`src/rtl/colour_stats_engine.sv`:
```
// Per-colour pixel statistics: per-frame count, coordinate sums and bounding box per channel,
// snapshotted at end of frame into a bank read through an indexed, registered port.
module colour_stats_engine #(
  parameter int NUM_CH    = 3,
  parameter int IMAGE_W   = 640,
  parameter int IMAGE_H   = 480,
  parameter int SUM_W     = 32,
  parameter int CNT_W     = 24,
  parameter int MIN_COUNT = 16
) (
  input  logic              clk,
  input  logic              reset_n,
  input  logic              pix_valid,
  input  logic              pix_sop,
  input  logic              pix_eop,
  input  logic [NUM_CH-1:0] pix_hit,
  input  logic              rd_req,
  input  logic [3:0]        rd_ch,
  input  logic [2:0]        rd_sel,
  output logic [31:0]       rd_data,
  output logic              rd_valid,
  output logic              frame_done,
  output logic [7:0]        frame_seq,
  output logic              frame_err
);

  localparam logic [10:0] XLAST     = 11'(IMAGE_W - 1);
  localparam logic [10:0] YLAST     = 11'(IMAGE_H - 1);
  localparam logic [31:0] FRAME_PIX = 32'(IMAGE_W * IMAGE_H);

  logic              r_inFrame;
  logic [10:0]       r_x, r_y;
  logic [31:0]       r_total;
  logic [CNT_W-1:0]  r_cnt   [NUM_CH];
  logic [SUM_W-1:0]  r_xsum  [NUM_CH];
  logic [SUM_W-1:0]  r_ysum  [NUM_CH];
  logic [10:0]       r_xmin  [NUM_CH];
  logic [10:0]       r_xmax  [NUM_CH];
  logic [10:0]       r_ymin  [NUM_CH];
  logic [10:0]       r_ymax  [NUM_CH];
  logic [NUM_CH-1:0] r_sat;

  logic [CNT_W-1:0]  r_snapCnt  [NUM_CH];
  logic [SUM_W-1:0]  r_snapXsum [NUM_CH];
  logic [SUM_W-1:0]  r_snapYsum [NUM_CH];
  logic [10:0]       r_snapXmin [NUM_CH];
  logic [10:0]       r_snapXmax [NUM_CH];
  logic [10:0]       r_snapYmin [NUM_CH];
  logic [10:0]       r_snapYmax [NUM_CH];
  logic [NUM_CH-1:0] r_snapSat;
  logic [NUM_CH-1:0] r_snapValid;

  logic              w_accept;
  logic [10:0]       w_px, w_py, w_nx, w_ny;
  logic [31:0]       w_totalBase, w_total;
  logic [CNT_W-1:0]  w_cnt   [NUM_CH];
  logic [SUM_W-1:0]  w_xsum  [NUM_CH];
  logic [SUM_W-1:0]  w_ysum  [NUM_CH];
  logic [SUM_W:0]    w_xsExt [NUM_CH];
  logic [SUM_W:0]    w_ysExt [NUM_CH];
  logic [10:0]       w_xmin  [NUM_CH];
  logic [10:0]       w_xmax  [NUM_CH];
  logic [10:0]       w_ymin  [NUM_CH];
  logic [10:0]       w_ymax  [NUM_CH];
  logic [NUM_CH-1:0] w_sat;
  logic [31:0]       w_rdData;

  // A sop pixel is always (0,0) and starts from cleared accumulators, even mid-frame.
  always_comb begin
    w_accept    = pix_valid & (pix_sop | r_inFrame);
    w_px        = pix_sop ? 11'd0 : r_x;
    w_py        = pix_sop ? 11'd0 : r_y;
    w_nx        = (w_px == XLAST) ? 11'd0 : w_px + 11'd1;
    w_ny        = (w_px == XLAST && w_py != 11'h7FF) ? w_py + 11'd1 : w_py;
    w_totalBase = pix_sop ? 32'd0 : r_total;
    w_total     = (&w_totalBase) ? w_totalBase : w_totalBase + 32'd1;
  end

  always_comb begin
    w_sat = pix_sop ? '0 : r_sat;
    for (int c = 0; c < NUM_CH; c++) begin
      w_cnt[c]   = pix_sop ? '0 : r_cnt[c];
      w_xsum[c]  = pix_sop ? '0 : r_xsum[c];
      w_ysum[c]  = pix_sop ? '0 : r_ysum[c];
      w_xmin[c]  = pix_sop ? XLAST : r_xmin[c];
      w_xmax[c]  = pix_sop ? 11'd0 : r_xmax[c];
      w_ymin[c]  = pix_sop ? YLAST : r_ymin[c];
      w_ymax[c]  = pix_sop ? 11'd0 : r_ymax[c];
      w_xsExt[c] = {1'b0, w_xsum[c]} + (SUM_W + 1)'(w_px);
      w_ysExt[c] = {1'b0, w_ysum[c]} + (SUM_W + 1)'(w_py);
      if (pix_hit[c]) begin
        if (&w_cnt[c]) w_sat[c] = 1'b1;
        else           w_cnt[c] = w_cnt[c] + CNT_W'(1);
        if (w_xsExt[c][SUM_W]) begin
          w_xsum[c] = '1;
          w_sat[c]  = 1'b1;
        end else begin
          w_xsum[c] = w_xsExt[c][SUM_W-1:0];
        end
        if (w_ysExt[c][SUM_W]) begin
          w_ysum[c] = '1;
          w_sat[c]  = 1'b1;
        end else begin
          w_ysum[c] = w_ysExt[c][SUM_W-1:0];
        end
        if (w_px < w_xmin[c]) w_xmin[c] = w_px;
        if (w_px > w_xmax[c]) w_xmax[c] = w_px;
        if (w_py < w_ymin[c]) w_ymin[c] = w_py;
        if (w_py > w_ymax[c]) w_ymax[c] = w_py;
      end
    end
  end

  always_ff @(posedge clk or negedge reset_n) begin
    if (!reset_n) begin
      r_inFrame <= 1'b0;
      r_x       <= '0;
      r_y       <= '0;
      r_total   <= '0;
      r_sat     <= '0;
      for (int c = 0; c < NUM_CH; c++) begin
        r_cnt[c]  <= '0;
        r_xsum[c] <= '0;
        r_ysum[c] <= '0;
        r_xmin[c] <= XLAST;
        r_xmax[c] <= '0;
        r_ymin[c] <= YLAST;
        r_ymax[c] <= '0;
      end
    end else if (w_accept) begin
      r_inFrame <= ~pix_eop;
      r_x       <= w_nx;
      r_y       <= w_ny;
      r_total   <= w_total;
      r_sat     <= w_sat;
      for (int c = 0; c < NUM_CH; c++) begin
        r_cnt[c]  <= w_cnt[c];
        r_xsum[c] <= w_xsum[c];
        r_ysum[c] <= w_ysum[c];
        r_xmin[c] <= w_xmin[c];
        r_xmax[c] <= w_xmax[c];
        r_ymin[c] <= w_ymin[c];
        r_ymax[c] <= w_ymax[c];
      end
    end
  end

  // Snapshot takes the post-eop values; an empty channel reports a zero box.
  always_ff @(posedge clk or negedge reset_n) begin
    if (!reset_n) begin
      frame_done  <= 1'b0;
      frame_seq   <= '0;
      frame_err   <= 1'b0;
      r_snapSat   <= '0;
      r_snapValid <= '0;
      for (int c = 0; c < NUM_CH; c++) begin
        r_snapCnt[c]  <= '0;
        r_snapXsum[c] <= '0;
        r_snapYsum[c] <= '0;
        r_snapXmin[c] <= '0;
        r_snapXmax[c] <= '0;
        r_snapYmin[c] <= '0;
        r_snapYmax[c] <= '0;
      end
    end else begin
      frame_done <= w_accept & pix_eop;
      if (w_accept && pix_eop) begin
        frame_seq <= frame_seq + 8'd1;
        frame_err <= (w_total != FRAME_PIX);
        r_snapSat <= w_sat;
        for (int c = 0; c < NUM_CH; c++) begin
          r_snapCnt[c]   <= w_cnt[c];
          r_snapXsum[c]  <= w_xsum[c];
          r_snapYsum[c]  <= w_ysum[c];
          r_snapXmin[c]  <= (w_cnt[c] == '0) ? 11'd0 : w_xmin[c];
          r_snapXmax[c]  <= (w_cnt[c] == '0) ? 11'd0 : w_xmax[c];
          r_snapYmin[c]  <= (w_cnt[c] == '0) ? 11'd0 : w_ymin[c];
          r_snapYmax[c]  <= (w_cnt[c] == '0) ? 11'd0 : w_ymax[c];
          r_snapValid[c] <= (32'(w_cnt[c]) >= 32'(MIN_COUNT));
        end
      end
    end
  end

  always_comb begin
    w_rdData = '0;
    for (int c = 0; c < NUM_CH; c++) begin
      if (rd_ch == 4'(c)) begin
        case (rd_sel)
          3'd0:    w_rdData = 32'(r_snapCnt[c]);
          3'd1:    w_rdData = 32'(r_snapXsum[c]);
          3'd2:    w_rdData = 32'(r_snapYsum[c]);
          3'd3:    w_rdData = {5'b0, r_snapXmax[c], 5'b0, r_snapXmin[c]};
          3'd4:    w_rdData = {5'b0, r_snapYmax[c], 5'b0, r_snapYmin[c]};
          3'd5:    w_rdData = {16'b0, frame_seq, 5'b0, frame_err, r_snapSat[c], r_snapValid[c]};
          default: w_rdData = '0;
        endcase
      end
    end
  end

  always_ff @(posedge clk or negedge reset_n) begin
    if (!reset_n) begin
      rd_data  <= '0;
      rd_valid <= 1'b0;
    end else begin
      rd_valid <= rd_req;
      if (rd_req) rd_data <= w_rdData;
    end
  end

endmodule
```
`config.mk`:
```
export PLATFORM = sky130hd
export DESIGN_NAME = colour_stats_engine
export DESIGN_NICKNAME = d
export VERILOG_FILES = /design/src/rtl/colour_stats_engine.sv
export SDC_FILE = /design/constraint.sdc
export NUM_CORES = 2
export LEC_CHECK = 0
export ABC_AREA = 1
export BUFFER_PORTS_ARGS = -buffer_cell sky130_fd_sc_hd__clkbuf_2
export CORE_MARGIN = 4
export CORE_UTILIZATION = 47
export DETAILED_ROUTE_END_ITERATION = 10
export HOLD_SLACK_MARGIN = 0.02
export PLACE_DENSITY = 0.72
export SKIP_LAST_GASP = 1
export SLEW_MARGIN = 20
export SYNTH_ARGS = -nofsm -noshare
export SYNTH_HDL_FRONTEND = slang
export SYNTH_SLANG_ARGS = --single-unit
```
`constraint.sdc`:
```
create_clock -name clk -period 4.7 [get_ports clk]
set_input_delay 0.47 -clock clk [delete_from_list [all_inputs] [get_ports clk]]
set_output_delay 0.47 -clock clk [all_outputs]
set_load 0.03 [all_outputs]
```
Word-level counts from Yosys, hierarchy flattened
Index checks and enable logic that the tools add are counted.
{ "classes": {"eq_ne": 10, "n_mux": 100, "add_sub_neg": 13, "reduce_logical": 11, "n_lt_le_gt_ge": 15, "bitwise": 4} }
{ "ops": {"columns": ["operator", "count"], "rows": [
  ["$mux 32", 23],
  ["$pmux 32 s6", 3],
  ["$mux 11", 52],
  ["$mux 24", 9],
  ["$add 32x11->33", 6],
  ["$add 24x1->24 const B", 3],
  ["$ge 24x5->1 const B", 3],
  ["$logic_not 24->1", 3],
  ["$reduce_and 24->1", 3],
  ["$gt 11x11->1", 6],
  ["$lt 11x11->1", 6],
  ["$add 32x1->32 const B", 1],
  ["$ne 32x19->1 const B", 1],
  ["$reduce_and 32->1", 1],
  ["$add 11x1->11 const B", 2],
  ["$mux 1", 12],
  ["$eq 11x10->1 const B", 1],
  ["$ne 11x11->1 const B", 1],
  ["$add 8x1->8 const B", 1],
  ["$eq 3x2->1 const B", 2],
  ["$eq 3x3->1 const B", 2],
  ["$eq 4x1->1 const B", 1],
  ["$eq 4x2->1 const B", 1],
  ["$logic_not 4->1", 1],
  ["other kinds (7)", 9]
]} }
{ "totals": {"ff_bits": 899, "word_cells": 207, "in_bits": 16, "out_inout_bits": 43} }

Longest topological paths before layout
{ "depth": {"ltp_word": 6, "mapped_depth": 26, "ltp_nobuf": 20} }

Least setup slack after synthesis
No wires, ideal clock.
{ "synth_timing": {"path_kind": "input to register", "start": "input port pix_sop", "end": "register r_snapXsum[15] (netlist bit)", "setup_slack_ns": 0.556, "arrival_ns": 4.062, "n_path_buf": 7, "setup_time_ns": 0.083, "path_stages": 19, "required_ns": 4.617, "path_cell_list": "buf_2 > buf_6 > buf_2 > buf_2 > buf_2 > buf_2 > nor2_1 > fa_1 > nand3_1 > nand2_1 > a21oi_1 > o21ai_0 > a21oi_1 > nor2_1 > nand3_2 > buf_2 > nand3_1 > nand2_1 > o21ai_0"} }
{ "synth_between": {"elab_chain_cells": 4, "word_cells_on_any_way": 8, "cone_classes": "add/sub: 1; mux: 4; bitwise: 2; reduce/logical: 1"} }
{ "synth_rtl": {"columns": ["element", "line_no", "source"], "rows": [
  ["from (decl)", "14", "input logic pix_sop,"],
  ["$mux 32 or $mux 11 (tied branches)", "83, 71", null],
  ["$add 32x11->33", "89", "w_xsExt[c] = {1'b0, w_xsum[c]} + (SUM_W + 1)'(w_px);"],
  ["$mux 32", "94", "if (w_xsExt[c][SUM_W]) begin"],
  ["$mux 32", "91", "if (pix_hit[c]) begin"],
  ["to (signal, indexed assignment)", "173", "r_snapXsum[c] <= w_xsum[c];"],
  ["to (decl)", "44", "logic [SUM_W-1:0] r_snapXsum [NUM_CH];"]
]} }
Parallel ways exist; a longest one is shown, timed or not.
A chain may end at the register's enable or synchronous reset.

Worst setup path in the final report
{ "layout_timing": {"start": "register r_y[5]", "end": "register r_snapYsum[72] (netlist bit)"} }
{ "layout_between": {"elab_chain_cells": 4} }
{ "layout_rtl": {"columns": ["element", "line_no", "source"], "rows": [
  ["from (decl)", "32", "logic [10:0] r_x, r_y;"],
  ["from (signal assigned)", "133", "r_y <= w_ny;"],
  ["$mux 11", "72", "w_py = pix_sop ? 11'd0 : r_y;"],
  ["$add 32x11->33", "90", "w_ysExt[c] = {1'b0, w_ysum[c]} + (SUM_W + 1)'(w_py);"],
  ["$mux 32", "100", "if (w_ysExt[c][SUM_W]) begin"],
  ["$mux 32", "91", null],
  ["to (signal, indexed assignment)", "174", "r_snapYsum[c] <= w_ysum[c];"],
  ["to (decl)", "45", "logic [SUM_W-1:0] r_snapYsum [NUM_CH];"]
]} }
Every way passes these cells.

==> key figures <==
Status
  – Status: complete, no violations

Place
  – IO buf count: 58
  – Placer's final routability congestion estimate: approximately 1.0
  – Detailed Place HPWL: roughly 150000 um
  – Area of placed instances: 0.0582 mm2
  – Post-placement cell count: 9392

Critical path
  – Max Fanout on Critical Path: 11
  – Kind of critical path: reg -> reg
  – Type of origin of the critical path: flop
  – WP data arrival: approximately 4.6 ns
  – CP required: around 5.3 ns
  – CP endpoint kind: flop

Die
  – Core Area: roughly 0.12 mm2
  – Boundary Pins: 59
  – Die W: 353 um
  – Overall die height: 353 um
  – Row count: 126
  – Initial core utilization: a little under half
  – Total die area: 0.125 mm2

Global route
  – GRT overflow: 0
  – GRT Total Usage: between 30 and 40%
  – Global-route wire length before repair: 307000 um
  – Number of global-route vias before repair: ~51000
  – Initial antenna violation count: 15
  – Largest net degree at the start of global routing: around 200

Pwr
  – Total power: about 22 mW
  – Lkg Pwr: approximately 29 nW
  – Worst vdd ir: about 0.00028 V
  – PD cells: between 300 and 400 mW/mm2

STA
  – Crit share post-route: 84.6%
  – Worst-Margin Slew: around 1.2 ns
  – Fmax: 0.252 GHz
  – Setup Total Neg Slack: 0 ns
  – Slew headroom: 19.1%
  – Post-Route Skew: 0.0424 ns
  – Min Tclk post-route: around 4 ns
  – RSZ-0062 raised after global routing: false
  – Fin. Hold Viols: 0
  – Final-report max-slew violation count: 0
  – # setup viols final: 0

Synth
  – Netlist Area Pre-Place: approximately 0.056 mm2
  – Synth Area per Inst: 6.99 um2
  – Largest family of logic cells by synthesized area: simple AND/OR/NAND/NOR gates
  – Simple-gate share of the synthesized area: approximately 31%
  – Distinct cell type count after synthesis: 64
  – Ys async rst share: 100%
  – Syn_nets: between 8000 and 9000
  – FF+latch count, synth: 899
  – XOR/XNOR share of the synthesized area: 1.74%
  – Yosys warns: 0
  – Mapped Cells: around 8000
  – Seq/Total Area, Yosys: 40.3%
  – Ys flop type: dfrtp_1
  – Mux cell area share after synthesis: 0%
  – Post-Synth Adder-Cell Area: 4.64%
  – Post-synth EDFFs: 0
  – Post-synthesis compound-gate area fraction: 14.1%

Finish
  – Layout net count: 8183
  – Share of layout cells above drive strength 1: about 7.4%
  – Post-layout util: 52.1%
  – Post-Layout Cell Count: 9589
  – Most frequent cells in the layout: nand2_1 (2557), o21ai_0 (907), dfrtp_1 (851)
  – Layout area overhead: 10.1%
  – Fin area: 0.0616 mm2
  – Commonest non-fill, non-tap cell in the layout: nand2_1

Hold path
  – HP Class: in -> reg

Clock tree
  – Clk root buf: clkbuf_16
  – Post-CTS Setup Bufs: 0
  – Clock-pin slew on the worst setup and hold paths: around 0.06 ns
  – Clock tree from TritonCTS: built
  – Clk_lat worst skew: 0.72 ns
  – Hold-fix buffers, CTS: 2
  – Max H-tree Level: 3
  – Max clock buf depth: 3
  – Inserted Clock Buffers: between 100 and 150
  – Post_cts resized: 0
  – Clock sinks: approximately 900

Route
  – Vias/cell: around 5.8
  – Drt first pass iters: 9
  – Vias: 55557
  – DR iter-0 viols: between 6000 and 7000
  – Post-route ant nets: 0
  – Wirelength per Cell: ~21 um
  – Drt total wl: 201000 um
  – DRC errors left: 0

Run
  – # Max-Cap Violations: 0
[cell type report]
type | instances | area (um2)
Fill cell | 11559 | 56600
Sequential cell | 899 | 22600
Timing Repair Buffer | 239 | 1960
Antenna cell | 7 | 17.5
Clock buffer | 139 | 2890
Inverter | 738 | 2790
Clock inverter | 49 | 548
Multi-Input combinational cell | 5982 | 29000
Tap cell | 1536 | 1920
[path summary, 6_finish.rpt]
check / startpoint / to / slack (ns) / cells past startpoint
min: pix_valid / r_xsum[93] / 0.26 / 4
min in group asynchronous: reset_n / r_total[2] / 0.37 / 2
max: r_y[5] / r_snapYsum[72] / 0.72 / 12
min reg2reg: r_ymin[30] / r_ymin[30] / 0.47 / 2
max reg2reg: r_y[5] / r_snapYsum[72] / 0.72 / 12
max in group asynchronous: reset_n / r_snapYmin[21] / 2.83 / 3
[kinds of logic after synthesis]
| group | Yosys count |
|---|---|
| XOR/XNOR | 111 |
| buffers and inverters | 1130 |
| adder cells (fa/ha/maj) | 204 |
| AND/OR/NAND/NOR | 4221 |
| flip-flops | 899 |
| AO/OA/AOI/OAI | 1446 |
[through the flow]
| stage | hold WS [ns] | worst slack [ns] |
|---|---|---|
| after detailed placement | 0.465 | 0.273 |
| after floorplan | 0.174 | 0.556 |
| final | 0.264 | 0.724 |
| after CTS | 0.233 | 0.790 |
| after global placement | 0.458 | 0.318 |
| after global routing | 0.295 | 0.503 |
[report_power, final]
group	total [mW]	switching (mW)	internal [mW]
clock network	8.36	3.54	4.81
logic	4.15	2.91	1.24
registers	9.51	0.721	8.79
[synthesized netlist by cell type, types with 5 or more instances]
| cell | count | share of area (%) |
|---|---|---|
| or2_0 | 13 | 0.15 |
| nor2_1 | 822 | 5.5 |
| o21ai_1 | 74 | 0.66 |
| buf_2 | 60 | 0.54 |
| nand3_1 | 490 | 4.4 |
| ha_1 | 198 | 4.4 |
| nor3_2 | 11 | 0.20 |
| o22ai_1 | 73 | 0.82 |
| inv_1 | 717 | 4.8 |
| o211ai_1 | 7 | 0.094 |
| nor2_2 | 24 | 0.27 |
| nor4_1 | 19 | 0.21 |
| nand4_1 | 104 | 1.2 |
| a22oi_1 | 20 | 0.27 |
| buf_1 | 53 | 0.36 |
| o21a_1 | 25 | 0.34 |
| dfstp_2 | 48 | 2.3 |
| inv_2 | 10 | 0.067 |
| clkinv_1 | 11 | 0.074 |
| a22o_1 | 18 | 0.28 |
| o31ai_1 | 9 | 0.12 |
| a41oi_1 | 8 | 0.13 |
| a211oi_1 | 9 | 0.12 |
| buf_4 | 10 | 0.13 |
| a32o_1 | 5 | 0.089 |
| or2_2 | 37 | 0.41 |
| xnor2_1 | 42 | 0.66 |
| buf_6 | 22 | 0.44 |
| a21boi_0 | 10 | 0.13 |
| a31oi_1 | 27 | 0.30 |
| o2111ai_1 | 18 | 0.28 |
| a221oi_1 | 21 | 0.33 |
| nand3b_1 | 30 | 0.40 |
| a21oi_1 | 194 | 1.7 |
| nor3_1 | 71 | 0.63 |
| nand3_2 | 6 | 0.11 |
| nand2_1 | 2558 | 17 |
| nand2_2 | 14 | 0.16 |
| xor2_1 | 69 | 1.1 |
| clkbuf_1 | 247 | 1.7 |
| dfrtp_1 | 851 | 38 |
| o21ai_0 | 907 | 8.1 |
| fa_1 | 6 | 0.21 |
[registers in the layout (all words and copies together), names as in the netlist, 72 cells and up]
name        cells
r_snapXsum     96
r_xsum         96
r_ysum         96
r_snapYsum     96
r_snapCnt      72
r_cnt          72
[layer usage]
layer / share of wire (%) / GRT usage (%)
met5: 0.071 / 0.577
met4: 4.8 / 13.3
met1: 42 / 44.0
met2: 42 / 45.5
met3: 11 / 8.23
[worst max-delay path, cell delays in order, from the launching register on]
cell and delay (ns):
dfrtp_1 0.34, inv_1 0.13, nor2_1 0.77, ha_1 0.35
nand2_1 0.12, nor2_1 0.12, nand2_1 0.05, or2_0 0.19
nand2_1 0.24, nand3_1 0.17, o21ai_1 0.89, o22ai_1 0.23
o21ai_0 0.25
No activity file was read; power rests on OpenSTA's default activity.
